`src/rtl/xbus_arbiter_if.sv`:
```
// Two-master xbus bundle: master request/grant/ack side plus the shared slave bus.
// The arbiter uses the master modport; the environment uses the slave modport.
interface xbus_arbiter_if;
    logic        m0_req;
    logic [21:0] m0_addr;
    logic [31:0] m0_data;
    logic        m0_write;
    logic        m0_grant;
    logic        m0_ack;
    logic        m1_req;
    logic [21:0] m1_addr;
    logic [31:0] m1_data;
    logic        m1_write;
    logic        m1_grant;
    logic        m1_ack;
    logic        m_err;
    logic [31:0] m_rdata;
    logic        bus_req;
    logic [21:0] bus_addr;
    logic [31:0] bus_data;
    logic        bus_write;
    logic        bus_decode;
    logic        bus_ack;
    logic [31:0] bus_rdata;

    modport master (
        input  m0_req, m0_addr, m0_data, m0_write,
        input  m1_req, m1_addr, m1_data, m1_write,
        output m0_grant, m0_ack, m1_grant, m1_ack,
        output m_err, m_rdata,
        output bus_req, bus_addr, bus_data, bus_write,
        input  bus_decode, bus_ack, bus_rdata
    );

    modport slave (
        output m0_req, m0_addr, m0_data, m0_write,
        output m1_req, m1_addr, m1_data, m1_write,
        input  m0_grant, m0_ack, m1_grant, m1_ack,
        input  m_err, m_rdata,
        input  bus_req, bus_addr, bus_data, bus_write,
        output bus_decode, bus_ack, bus_rdata
    );
endinterface

```
`src/rtl/xbus_arbiter.sv`:
```
// Round-robin arbiter sharing the xbus slave side between CPU (m0) and disk DMA (m1).
// Unclaimed addresses complete with m_err after a decode timeout.
module xbus_arbiter #(
    parameter int TIMEOUT = 16
) (
    input logic            clk,
    input logic            reset_n,
    xbus_arbiter_if.master xb
);
    localparam int CW = $clog2(TIMEOUT + 1);
    localparam logic [CW-1:0] C_LIMIT = CW'(TIMEOUT);
    localparam logic [CW-1:0] C_ONE   = CW'(1);

    localparam logic [1:0] S_IDLE = 2'd0;
    localparam logic [1:0] S_BUSY = 2'd1;
    localparam logic [1:0] S_DONE = 2'd2;

    logic [1:0]    r_state;
    logic          r_sel;
    logic          r_last;
    logic [CW-1:0] r_cnt;
    logic          r_claimed;
    logic          r_m0_grant;
    logic          r_m1_grant;
    logic          r_m0_ack;
    logic          r_m1_ack;
    logic          r_err;
    logic [31:0]   r_rdata;
    logic          r_bus_req;
    logic [21:0]   r_addr;
    logic [31:0]   r_data;
    logic          r_write;

    logic w_any;
    logic w_pick;
    logic w_expire;

    assign w_any = xb.m0_req | xb.m1_req;

    // On a tie the master not served last wins; otherwise the lone requester.
    assign w_pick = (xb.m0_req & xb.m1_req) ? ~r_last : xb.m1_req;

    // A slave that has decoded owns completion, so only unclaimed cycles time out.
    assign w_expire = ~r_claimed & ~xb.bus_decode & (r_cnt == C_LIMIT);

    always_ff @(posedge clk) begin
        if (!reset_n) begin
            r_state    <= S_IDLE;
            r_sel      <= 1'b0;
            r_last     <= 1'b1;
            r_cnt      <= '0;
            r_claimed  <= 1'b0;
            r_m0_grant <= 1'b0;
            r_m1_grant <= 1'b0;
            r_m0_ack   <= 1'b0;
            r_m1_ack   <= 1'b0;
            r_err      <= 1'b0;
            r_rdata    <= '0;
            r_bus_req  <= 1'b0;
            r_addr     <= '0;
            r_data     <= '0;
            r_write    <= 1'b0;
        end else begin
            unique case (r_state)
                S_IDLE: begin
                    if (w_any) begin
                        r_state    <= S_BUSY;
                        r_sel      <= w_pick;
                        r_m0_grant <= ~w_pick;
                        r_m1_grant <= w_pick;
                        r_bus_req  <= 1'b1;
                        r_addr     <= w_pick ? xb.m1_addr  : xb.m0_addr;
                        r_data     <= w_pick ? xb.m1_data  : xb.m0_data;
                        r_write    <= w_pick ? xb.m1_write : xb.m0_write;
                        r_cnt      <= '0;
                        r_claimed  <= 1'b0;
                    end
                end
                S_BUSY: begin
                    if (!xb.bus_decode && r_cnt != C_LIMIT) begin
                        r_cnt <= r_cnt + C_ONE;
                    end
                    if (xb.bus_decode) begin
                        r_claimed <= 1'b1;
                    end
                    if (xb.bus_ack || w_expire) begin
                        r_state    <= S_DONE;
                        r_bus_req  <= 1'b0;
                        r_m0_grant <= 1'b0;
                        r_m1_grant <= 1'b0;
                        r_m0_ack   <= ~r_sel;
                        r_m1_ack   <= r_sel;
                    end
                    if (xb.bus_ack) begin
                        r_err <= 1'b0;
                        if (!r_write) begin
                            r_rdata <= xb.bus_rdata;
                        end
                    end else if (w_expire) begin
                        r_err   <= 1'b1;
                        r_rdata <= '0;
                    end
                end
                S_DONE: begin
                    r_state  <= S_IDLE;
                    r_m0_ack <= 1'b0;
                    r_m1_ack <= 1'b0;
                    r_err    <= 1'b0;
                    r_last   <= r_sel;
                end
                default: begin
                    r_state <= S_IDLE;
                end
            endcase
        end
    end

    assign xb.m0_grant  = r_m0_grant;
    assign xb.m1_grant  = r_m1_grant;
    assign xb.m0_ack    = r_m0_ack;
    assign xb.m1_ack    = r_m1_ack;
    assign xb.m_err     = r_err;
    assign xb.m_rdata   = r_rdata;
    assign xb.bus_req   = r_bus_req;
    assign xb.bus_addr  = r_addr;
    assign xb.bus_data  = r_data;
    assign xb.bus_write = r_write;
endmodule

```
`src/flat_wrapper.sv`:
```
// flat-port wrapper written by rule: the top's interface ports become plain ports
module xbus_arbiter_flat 
#(
    parameter int TIMEOUT = 16
)
  (clk, reset_n, xb_m0_req, xb_m0_addr, xb_m0_data, xb_m0_write, xb_m1_req, xb_m1_addr, xb_m1_data, xb_m1_write, xb_m0_grant, xb_m0_ack, xb_m1_grant, xb_m1_ack, xb_m_err, xb_m_rdata, xb_bus_req, xb_bus_addr, xb_bus_data, xb_bus_write, xb_bus_decode, xb_bus_ack, xb_bus_rdata);
  xbus_arbiter_if xb_i ();
  input logic clk;
  input logic reset_n;
  input wire logic [$bits(xb_i.m0_req)-1:0] xb_m0_req;
  input wire logic [$bits(xb_i.m0_addr)-1:0] xb_m0_addr;
  input wire logic [$bits(xb_i.m0_data)-1:0] xb_m0_data;
  input wire logic [$bits(xb_i.m0_write)-1:0] xb_m0_write;
  input wire logic [$bits(xb_i.m1_req)-1:0] xb_m1_req;
  input wire logic [$bits(xb_i.m1_addr)-1:0] xb_m1_addr;
  input wire logic [$bits(xb_i.m1_data)-1:0] xb_m1_data;
  input wire logic [$bits(xb_i.m1_write)-1:0] xb_m1_write;
  output wire logic [$bits(xb_i.m0_grant)-1:0] xb_m0_grant;
  output wire logic [$bits(xb_i.m0_ack)-1:0] xb_m0_ack;
  output wire logic [$bits(xb_i.m1_grant)-1:0] xb_m1_grant;
  output wire logic [$bits(xb_i.m1_ack)-1:0] xb_m1_ack;
  output wire logic [$bits(xb_i.m_err)-1:0] xb_m_err;
  output wire logic [$bits(xb_i.m_rdata)-1:0] xb_m_rdata;
  output wire logic [$bits(xb_i.bus_req)-1:0] xb_bus_req;
  output wire logic [$bits(xb_i.bus_addr)-1:0] xb_bus_addr;
  output wire logic [$bits(xb_i.bus_data)-1:0] xb_bus_data;
  output wire logic [$bits(xb_i.bus_write)-1:0] xb_bus_write;
  input wire logic [$bits(xb_i.bus_decode)-1:0] xb_bus_decode;
  input wire logic [$bits(xb_i.bus_ack)-1:0] xb_bus_ack;
  input wire logic [$bits(xb_i.bus_rdata)-1:0] xb_bus_rdata;
  assign xb_i.m0_req = xb_m0_req;
  assign xb_i.m0_addr = xb_m0_addr;
  assign xb_i.m0_data = xb_m0_data;
  assign xb_i.m0_write = xb_m0_write;
  assign xb_i.m1_req = xb_m1_req;
  assign xb_i.m1_addr = xb_m1_addr;
  assign xb_i.m1_data = xb_m1_data;
  assign xb_i.m1_write = xb_m1_write;
  assign xb_m0_grant = xb_i.m0_grant;
  assign xb_m0_ack = xb_i.m0_ack;
  assign xb_m1_grant = xb_i.m1_grant;
  assign xb_m1_ack = xb_i.m1_ack;
  assign xb_m_err = xb_i.m_err;
  assign xb_m_rdata = xb_i.m_rdata;
  assign xb_bus_req = xb_i.bus_req;
  assign xb_bus_addr = xb_i.bus_addr;
  assign xb_bus_data = xb_i.bus_data;
  assign xb_bus_write = xb_i.bus_write;
  assign xb_i.bus_decode = xb_bus_decode;
  assign xb_i.bus_ack = xb_bus_ack;
  assign xb_i.bus_rdata = xb_bus_rdata;
  xbus_arbiter #(.TIMEOUT(TIMEOUT)) u_core (.clk(clk), .reset_n(reset_n), .xb(xb_i));
endmodule
```
`config.mk`:
```
export PLATFORM = sky130hd
export DESIGN_NAME = xbus_arbiter_flat
export DESIGN_NICKNAME = d
export VERILOG_FILES = /design/src/rtl/xbus_arbiter_if.sv /design/src/rtl/xbus_arbiter.sv /design/src/flat_wrapper.sv
export SDC_FILE = /design/constraint.sdc
export NUM_CORES = 1
export LEC_CHECK = 0
export ABC_CLOCK_PERIOD_IN_PS = 1600
export CAP_MARGIN = 20
export CORE_MARGIN = 2
export CORE_UTILIZATION = 30
export DETAILED_ROUTE_END_ITERATION = 16
export PLACE_DENSITY = 0.68
export SYNTH_ARGS = -nofsm -noshare
export SYNTH_HDL_FRONTEND = slang
export SYNTH_SLANG_ARGS = --single-unit
export TNS_END_PERCENT = 5
```
`constraint.sdc`:
```
create_clock -name clk -period 1.6 [get_ports clk]
set_input_delay 0.4 -clock clk [delete_from_list [all_inputs] [get_ports clk]]
set_output_delay 0.4 -clock clk [all_outputs]
set_load 0.03 [all_outputs]
```
==> results of run 1 <==
-- area by class of cell --
cell class,count,area [um2]
sequential,103,2064
clock buffer,9,225.2
inverter,8,30.03
multi-input combinational,277,2085
timing repair buffer,277,2723
tap,180,225.2
fill,1281,6416
clock inverter,7,56.30
antenna,1,2.502
-- through the flow --
step | instances | hold slack (ns) | utilization
CTS | 857 | 0.4734 | 0.5239
finish | 862 | 0.4689 | 0.5360
global route | 862 | 0.4908 | 0.5360
global placement | 841 | 0.4568 | 0.5113
floorplan | 422 | 0.4625 | -
detailed placement | 841 | 0.4533 | 0.5113
-- registers in the layout (all words and copies together), names as in the netlist --
register / cells
u_core.r_last: 1
u_core.xb.m1_grant: 1
u_core.r_state: 2
u_core.xb.bus_write: 1
u_core.xb.bus_req: 1
u_core.r_claimed: 1
u_core.xb.bus_addr: 22
u_core.r_sel: 1
u_core.r_cnt: 5
u_core.xb.m_rdata: 32
u_core.xb.m1_ack: 1
u_core.xb.m0_grant: 1
u_core.xb.m_err: 1
u_core.xb.bus_data: 32
u_core.xb.m0_ack: 1
-- metal layers --
| metal | part of all wire | track usage |
|---|---|---|
| met1 | 0.38 | 0.1707 |
| met3 | 0.081 | 0.06552 |
| met5 | 0 | 0 |
| met2 | 0.52 | 0.3073 |
| met4 | 0.019 | 0.06106 |
-- repair_timing --
item | in CTS | in global routing
gates cloned | 0 | 2
gates resized for setup | 99 | 23
endpoints found under the setup margin | 152 | 101
pin swaps | 4 | 4
buffers inserted | 0 | 2
-- synthesized netlist by cell type, drive strengths merged (2+ instances only) --
library cell  number
a21oi             12
or3                2
o21ai             10
nand3              6
nand4b             2
ha                 5
o211ai             2
nor3               5
a22o              32
nor2              61
buf               21
a211oi            55
inv                8
clkbuf            13
a31oi              2
dfxtp            103
mux2i             56
nand2              7
-- power by group through the flow --
stage | logic (mW) | registers, mW | clock network, mW
floorplan | 0.788 | 3.65 | 0
global placement | 2.60 | 3.08 | 0
detailed placement | 2.63 | 3.10 | 0
CTS | 2.46 | 3.03 | 2.18
global route | 2.76 | 3.07 | 2.29
finish | 2.59 | 3.03 | 2.11
-- worst max-delay path: stages, from the launching register on --
cell	delay (ns)
dfxtp_2	0.32
inv_2	0.05
ha_1	0.15
and4bb_4	0.30
a21oi_4	0.08
or4b_4	0.47
a31oi_1	0.17
-- logic make-up (layout without fill, tap and decap cells) --
family | after synthesis | in the layout | synth area share
AO/OA/AOI/OAI | 120 | 120 | 0.2128
adder cells (fa/ha/maj) | 5 | 5 | 0.01478
flip-flops | 103 | 103 | 0.4870
buffers and inverters | 42 | 301 | 0.04699
multiplexers | 56 | 56 | 0.1324
other | 0 | 1 | 0
AND/OR/NAND/NOR | 96 | 96 | 0.1061
-- worst min-delay path by stage --
stage	depth (start not counted)	slack, ns	startpoint	to
floorplan	2	0.46	u_core.r_last	u_core.r_last
global placement	1	0.46	u_core.xb.m_rdata[11]	u_core.xb.m_rdata[11]
detailed placement	1	0.45	u_core.xb.m_rdata[26]	u_core.xb.m_rdata[26]
CTS	1	0.47	u_core.xb.m_rdata[31]	u_core.xb.m_rdata[31]
global route	1	0.49	u_core.xb.m_rdata[28]	u_core.xb.m_rdata[28]
finish	1	0.47	u_core.xb.m_rdata[19]	u_core.xb.m_rdata[19]
==> results.py, run 1 <==
metrics = {
    "run_status": {
        "status": "complete, but fails checks",
        "failed_checks": "setup timing",
    },
    "yosys": {
        "yosys.area.top_type_share": 0.4870,
        "yosysTopAreaCell": "dfxtp_1",
        "ys_types": 42,
        "synth_nets": 575,
        "syn-cell-area_mm2": 0.004234,
        "yosys_warnings": 0,
        "syn_avg_cell_area_um2": 10.03,
        "ys_ff_latch": 103,
        "synth_seq_area_share": 0.4870,
        "synth_flop_cell": "dfxtp_1",
        "synth_cells": 422,
        "synth_edf_count": 0,
        "netlist_top_cells_area": "dfxtp_1, mux2i_1, a211oi_1",
        "ys_async_sr_fraction": 0,
    },
    "final_layout": {
        "final_common_cell": "clkdlybuf4s50_1",
        "layout_common_cells": "clkdlybuf4s50_1, dfxtp_1, dlygate4sd2_1",
        "drive_above_1_share": 0.1175,
        "area_delta_synth_final_pct": 75.03,
        "post-route-cell-area_mm2": 0.007411,
        "final_nets": 829,
    },
    "power_and_ir_drop": {
        "seqPwrFrac": 0.392,
        "power.switching_mw": 2.620,
        "p_clk_frac": 0.273,
        "ir_drop_uv": 466.3,
        "p_int_mw": 5.108,
        "p_per_area_mw_per_mm2": 1043,
        "p_leak_nw": 3.199,
        "finalPower_mw": 7.728,
        "comb_power_share": 0.335,
        "p_sw_frac": 0.3390,
    },
    "routing": {
        "vias_per_cell": 4.923,
        "ant_nets": 0,
        "first_iter_violations": 171,
        "wire_per_inst_um": 16.02,
        "drc_errors": 0,
        "vias": 4244,
        "drt_first_pass_iters": 4,
        "routed_wl_mm": 13.81,
    },
    "worst_setup_path": {
        "worstSetupEndpoint": "u_core.xb.m0_ack",
        "r2r-end": "u_core.xb.m0_ack",
        "worstPathArrival_ns": 1.90,
        "worstReg2RegStart": "u_core.r_cnt[0]",
        "cp-end-kind": "flip-flop",
        "reg2reg_depth": 6,
        "required_ns": 1.88,
        "path_class": "flip-flop to flip-flop",
        "r2r_slack_ns": -0.03,
        "cp-start-kind": "flip-flop",
        "cp-startpoint": "u_core.r_cnt[0]",
        "crit_fanout": 5,
    },
    "placed_design": {
        "detailed_place_hpwl_mm": 9.903,
        "port-buffer-count": 240,
        "place_ws_ns": -0.4492,
        "place_congestion": 0.7979,
        "placed_area_mm2": 0.007069,
    },
    "timing": {
        "finalCriticalPeriod_ns": 1.629,
        "fin_setup_tns_ns": -0.03331,
        "tightest_slew_ns": 0.3527,
        "worst_slack_ns": -0.02866,
        "slew_headroom": 0.7633,
        "setup_viol": 2,
        "final-hold-violation-count": 0,
        "fmax_ghz": 0.6140,
        "slew_violations": 0,
        "finalClockSkew_ns": 0.004834,
        "post-route-period-util": 1.018,
        "rsz0062_at_grt": "true",
    },
    "cts": {
        "clock_sinks": 103,
        "htreeDepth": 3,
        "clockBufferDepth": 2,
        "cts_tree": "built",
        "insertion_delay_ns": 0.35,
        "clkTransAtPathRegs_ns": 0.07,
        "root_buffer": "clkbuf_16",
        "cts_hold_buf": 0,
        "cts_made_buffers": 9,
    },
    "floorplan": {
        "num_io_pins": 241,
        "coreArea_mm2": 0.01383,
        "die_h_um": 122.8,
        "rows": 43,
        "die_w_um": 122.8,
        "dieArea_mm2": 0.01508,
        "start_util": 0.3062,
    },
    "hold_path": {
        "hold_path_class": "flip-flop to flip-flop",
    },
    "global_routing": {
        "grt_pass1_wl_mm": 19.71,
        "overflow": 0,
        "antenna_found_initial": 1,
        "grt_max_degree": 61,
        "grt_pass1_vias": 4132,
        "grt.total_usage": 0.1675,
    },
    "flow_run": {
        "max_cap_viol_count": 0,
    },
}
No activity file was read; power rests on OpenSTA's default activity.
==> inputs of run 2 (changes only) <==
Settings changed: CTS_CLUSTER_SIZE from default to 14, PLACE_DENSITY 0.68 to 0.73, SETUP_SLACK_MARGIN from default to 0.02.
==> results.py, run 2 (synthesis results as in run 1) <==
metrics = {
    "worst_setup_path": {
        "worstPathArrival_ns": 1.84,
        "r2r_slack_ns": -0.005,
        "required_ns": 1.83,
        "cp_num_buf_inv": 2,
        "crit_chain": "inv_2 > ha_4 > and4bb_4 > and3_4 > o22ai_4 > clkbuf_16 > a22o_1",
        "path_class": "flip-flop to flip-flop",
        "cp-startpoint": "u_core.r_cnt[0]",
        "cp-start-kind": "flip-flop",
        "crit_fanout": 16,
        "reg2reg_depth": 7,
        "worstReg2RegStart": "u_core.r_cnt[0]",
        "cp-end-kind": "flip-flop",
        "max_stage_delay_ns": 0.33,
        "worst_path_max_delay_cell": "dfxtp_2",
        "r2r-end": "u_core.xb.m_rdata[10]",
        "worstSetupEndpoint": "u_core.xb.m_rdata[10]",
        "cp_top_family": "simple AND/OR/NAND/NOR gates",
        "crit_cells": 7,
    },
    "floorplan": {
        "dieArea_mm2": 0.01508,
        "die_h_um": 122.8,
        "coreArea_mm2": 0.01383,
        "num_io_pins": 241,
        "rows": 43,
        "die_w_um": 122.8,
        "start_util": 0.3062,
    },
    "power_and_ir_drop": {
        "comb_power_share": 0.340,
        "p_clk_frac": 0.265,
        "p_sw_frac": 0.3329,
        "ir_drop_uv": 549.0,
        "p_per_area_mw_per_mm2": 1021,
        "power.switching_mw": 2.550,
        "seqPwrFrac": 0.395,
        "p_leak_nw": 3.215,
        "p_int_mw": 5.110,
    },
    "timing": {
        "hold_ws_ns": 0.4688,
        "fmax_ghz": 0.6229,
        "setup_viol": 7,
        "rsz0062_at_grt": "true",
        "post-route-period-util": 1.003,
        "slew_headroom": 0.7494,
        "final-hold-violation-count": 0,
        "fin_setup_tns_ns": -0.02105,
        "finalClockSkew_ns": 0.01081,
        "tightest_slew_ns": 0.3773,
        "worst_slack_ns": -0.005479,
        "finalCriticalPeriod_ns": 1.605,
        "slew_violations": 0,
    },
    "routing": {
        "vias": 4150,
        "drc_errors": 0,
        "vias_per_cell": 4.787,
        "first_iter_violations": 163,
        "ant_nets": 0,
        "routed_wl_mm": 13.25,
        "drt_first_pass_iters": 4,
        "wire_per_inst_um": 15.28,
    },
    "final_layout": {
        "post-route-cell-area_mm2": 0.007501,
        "final_nets": 836,
        "final_common_cell": "clkdlybuf4s50_1",
        "finalNonFillerCells": 867,
        "area_delta_synth_final_pct": 77.16,
        "fillers": 1239,
        "drive_above_1_share": 0.1325,
        "layout_common_cells": "clkdlybuf4s50_1, dfxtp_1, dlygate4sd2_1",
        "antennaDiodeCount": 0,
        "final_core_util": 0.5425,
    },
    "cts": {
        "insertion_delay_ns": 0.34,
        "cts_hold_buf": 0,
        "cts_made_buffers": 9,
        "htreeDepth": 3,
        "root_buffer": "clkbuf_16",
        "clkTransAtPathRegs_ns": 0.07,
        "clockBufferDepth": 2,
        "cts_tree": "built",
        "clock_sinks": 103,
    },
    "global_routing": {
        "overflow": 0,
        "grt_pass1_wl_mm": 19.51,
        "grt_max_degree": 52,
        "grt.total_usage": 0.1660,
        "grt_pass1_vias": 4091,
        "antenna_found_initial": 0,
    },
    "placed_design": {
        "detailed_place_hpwl_mm": 9.864,
        "port-buffer-count": 240,
        "place_congestion": 0.7822,
        "placed_area_mm2": 0.007154,
        "place_inst": 849,
    },
    "hold_path": {
        "hold_path_class": "flip-flop to flip-flop",
        "hp-start": "u_core.xb.m_rdata[22]",
    },
    "run_status": {
        "failed_checks": "setup timing",
        "status": "complete, but fails checks",
    },
    "flow_run": {
        "max_cap_viol_count": 0,
    },
}
-- run 2: cell types whose count changed in the layout (fill, tap and decap cells not counted), sizes merged --
cell and delta:
dlygate4sd2 -2, clkinvlp +1, clkbuf +1, buf +7, clkdlybuf4s15 +2, diode -1
clkinv -3
-- run 2: repair_timing --
item,in CTS,in global routing
resized for setup,97,32
buffers inserted,0,1
cloned,0,2
pin swaps,2,23
hold endpoints to repair,0,0
setup endpoints to repair,150,98
-- run 2: layer usage --
metal	share of wire	GRT usage
met3	0.072	0.05576
met2	0.52	0.2980
met5	0	0
met1	0.39	0.1754
met4	0.023	0.07256
-- run 2: worst min path at each step --
stage / end / slack (ns) / cells past startpoint
floorplan: u_core.r_last / 0.46 / 2
global placement: u_core.xb.m_rdata[5] / 0.46 / 1
detailed placement: u_core.xb.m_rdata[20] / 0.46 / 1
CTS: u_core.xb.m_rdata[22] / 0.47 / 1
global route: u_core.xb.m_rdata[23] / 0.49 / 1
finish: u_core.xb.m_rdata[22] / 0.47 / 1
-- run 2: stage by stage --
step           setup slack [ns]  power (mW)
2_1_floorplan           0.02309       4.434
3_3_place_gp            -0.3572       5.710
3_5_place_dp            -0.4098       5.765
4_1_cts                -0.09924       7.625
5_1_grt                -0.08968       8.045
6_report              -0.005479       7.660
-- run 2: cell type report --
type,instances,area [um2],area share
timing repair buffer,284,2799,0.3731
multi-input combinational,277,2112,0.2816
sequential,103,2064,0.2752
clock buffer,10,229.0,0.03053
tap,180,225.2,0.03003
clock inverter,5,41.29,0.005505
inverter,8,30.03,0.004003
-- run 2: power by group through the flow --
stage,sequential (mW),clock (mW),combinational (mW)
4_1_cts,3.03,2.11,2.49
5_1_grt,3.07,2.19,2.78
3_3_place_gp,3.08,0,2.63
6_report,3.03,2.03,2.60
3_5_place_dp,3.09,0,2.67
2_1_floorplan,3.65,0,0.788
==> inputs of run 3 (changes only) <==
Settings changed: ABC_CLOCK_PERIOD_IN_PS 1600 to 1300.
Clock period 1.6 ns to 1.3 ns, I/O delays scaled along.
==> results.py, run 3 (synthesis results as in run 1) <==
metrics = {
    "flow_run": {
        "max_cap_viol_count": 0,
    },
    "timing": {
        "worst_slack_ns": -0.4213,
        "tightest_slew_ns": 0.2892,
        "fmax_ghz": 0.5809,
        "hold_ws_ns": 0.4749,
        "setup_viol": 101,
        "slew_headroom": 0.8072,
        "finalClockSkew_ns": 0.004858,
        "final-hold-violation-count": 0,
        "fin_setup_tns_ns": -21.95,
        "post-route-period-util": 1.324,
        "slew_violations": 0,
        "finalCriticalPeriod_ns": 1.721,
        "rsz0062_at_grt": "true",
    },
    "worst_setup_path": {
        "crit_chain": "inv_2 > ha_4 > and4bb_2 > buf_6 > a21oi_4 > or4b_1 > a31oi_1",
        "cp_top_family": "simple AND/OR/NAND/NOR gates",
        "cp_num_buf_inv": 2,
        "worst_path_max_delay_cell": "or4b_1",
        "cp-end-kind": "flip-flop",
        "worstPathArrival_ns": 1.99,
        "crit_fanout": 3,
        "path_class": "flip-flop to flip-flop",
        "r2r_slack_ns": -0.42,
        "max_stage_delay_ns": 0.51,
        "cp-start-kind": "flip-flop",
        "required_ns": 1.57,
    },
    "global_routing": {
        "overflow": 0,
        "grt_pass1_vias": 4162,
        "grt_max_degree": 57,
        "grt_pass1_wl_mm": 19.88,
        "antenna_found_initial": 0,
        "grt.total_usage": 0.1687,
    },
    "run_status": {
        "failed_checks": "setup timing",
        "status": "complete, but fails checks",
    },
    "floorplan": {
        "die_w_um": 122.8,
        "start_util": 0.3062,
        "die_h_um": 122.8,
        "num_io_pins": 241,
        "dieArea_mm2": 0.01508,
        "rows": 43,
        "coreArea_mm2": 0.01383,
    },
    "routing": {
        "vias_per_cell": 4.813,
        "drc_errors": 0,
        "ant_nets": 0,
        "wire_per_inst_um": 14.98,
        "drt_first_pass_iters": 4,
        "routed_wl_mm": 13.15,
        "vias": 4226,
        "first_iter_violations": 83,
    },
    "placed_design": {
        "detailed_place_hpwl_mm": 9.821,
        "place_congestion": 0.7584,
        "port-buffer-count": 240,
        "placed_area_mm2": 0.006915,
    },
    "cts": {
        "clockBufferDepth": 2,
        "clock_sinks": 103,
        "root_buffer": "clkbuf_16",
        "insertion_delay_ns": 0.35,
        "cts_tree": "built",
        "cts_hold_buf": 0,
        "clkTransAtPathRegs_ns": 0.07,
        "cts_made_buffers": 9,
        "htreeDepth": 3,
    },
    "final_layout": {
        "final_common_cell": "clkdlybuf4s50_1",
        "area_delta_synth_final_pct": 76.80,
        "drive_above_1_share": 0.2908,
        "final_core_util": 0.5414,
        "final_nets": 846,
        "layout_common_cells": "clkdlybuf4s50_1, buf_4, dfxtp_1",
        "post-route-cell-area_mm2": 0.007486,
        "antennaDiodeCount": 0,
    },
    "power_and_ir_drop": {
        "p_leak_nw": 3.080,
        "p_per_area_mw_per_mm2": 1300,
        "ir_drop_uv": 596.0,
    },
    "hold_path": {
        "hold_path_class": "flip-flop to flip-flop",
    },
}
run 3: final timing paths:
check / startpoint / end / depth (start not counted)
max: u_core.r_cnt[1] / u_core.xb.m0_ack / 7
min: u_core.xb.m_rdata[22] / u_core.xb.m_rdata[22] / 1
max reg2reg: u_core.r_cnt[1] / u_core.xb.m0_ack / 7
min reg2reg: u_core.xb.m_rdata[22] / u_core.xb.m_rdata[22] / 1
run 3: worst register-to-register path, delay by kind of cell, from the launching register on:
kind | cells | cell delay, ns
AND/OR/NAND/NOR | 2 | 0.76
flip-flops | 1 | 0.33
AO/OA/AOI/OAI | 2 | 0.24
buffers and inverters | 2 | 0.19
adder cells (fa/ha/maj) | 1 | 0.12
run 3: layout make-up:
class	count	area, um2
inverter	8	30.03
tap	180	225.2
clock buffer	11	232.7
multi-input combinational	278	2168
clock inverter	5	58.81
sequential	103	2068
timing repair buffer	293	2703
fill	1209	6341
run 3: what timing repair did:
action                                  CTS  global route
buffers inserted                          4             3
gates cloned                              1             0
pin swaps                                32            22
endpoints found under the setup margin  103           103
gates resized for setup                  23            32
run 3: routing by layer:
metal | GRT usage | wire length, um | vias up
li1 | - | - | 2105
met1 | 0.1815 | 5023 | 1955
met2 | 0.3056 | 6905 | 150
met3 | 0.04926 | 1012 | 16
met4 | 0.07112 | 211 | 0
met5 | 0 | 0 | -
run 3: through the flow:
stage	total power, mW	setup WS (ns)	cells
after floorplan	5.491	-0.2036	422
after global placement	6.884	-0.6755	854
after detailed placement	6.947	-0.7497	854
after CTS	9.749	-0.3796	875
after global routing	10.22	-0.5056	878
final	9.734	-0.4213	878
run 3: power by group:
group,internal [mW],switching (mW)
Combinational,1.56,1.74
Clock,1.49,1.19
Sequential,3.54,0.217
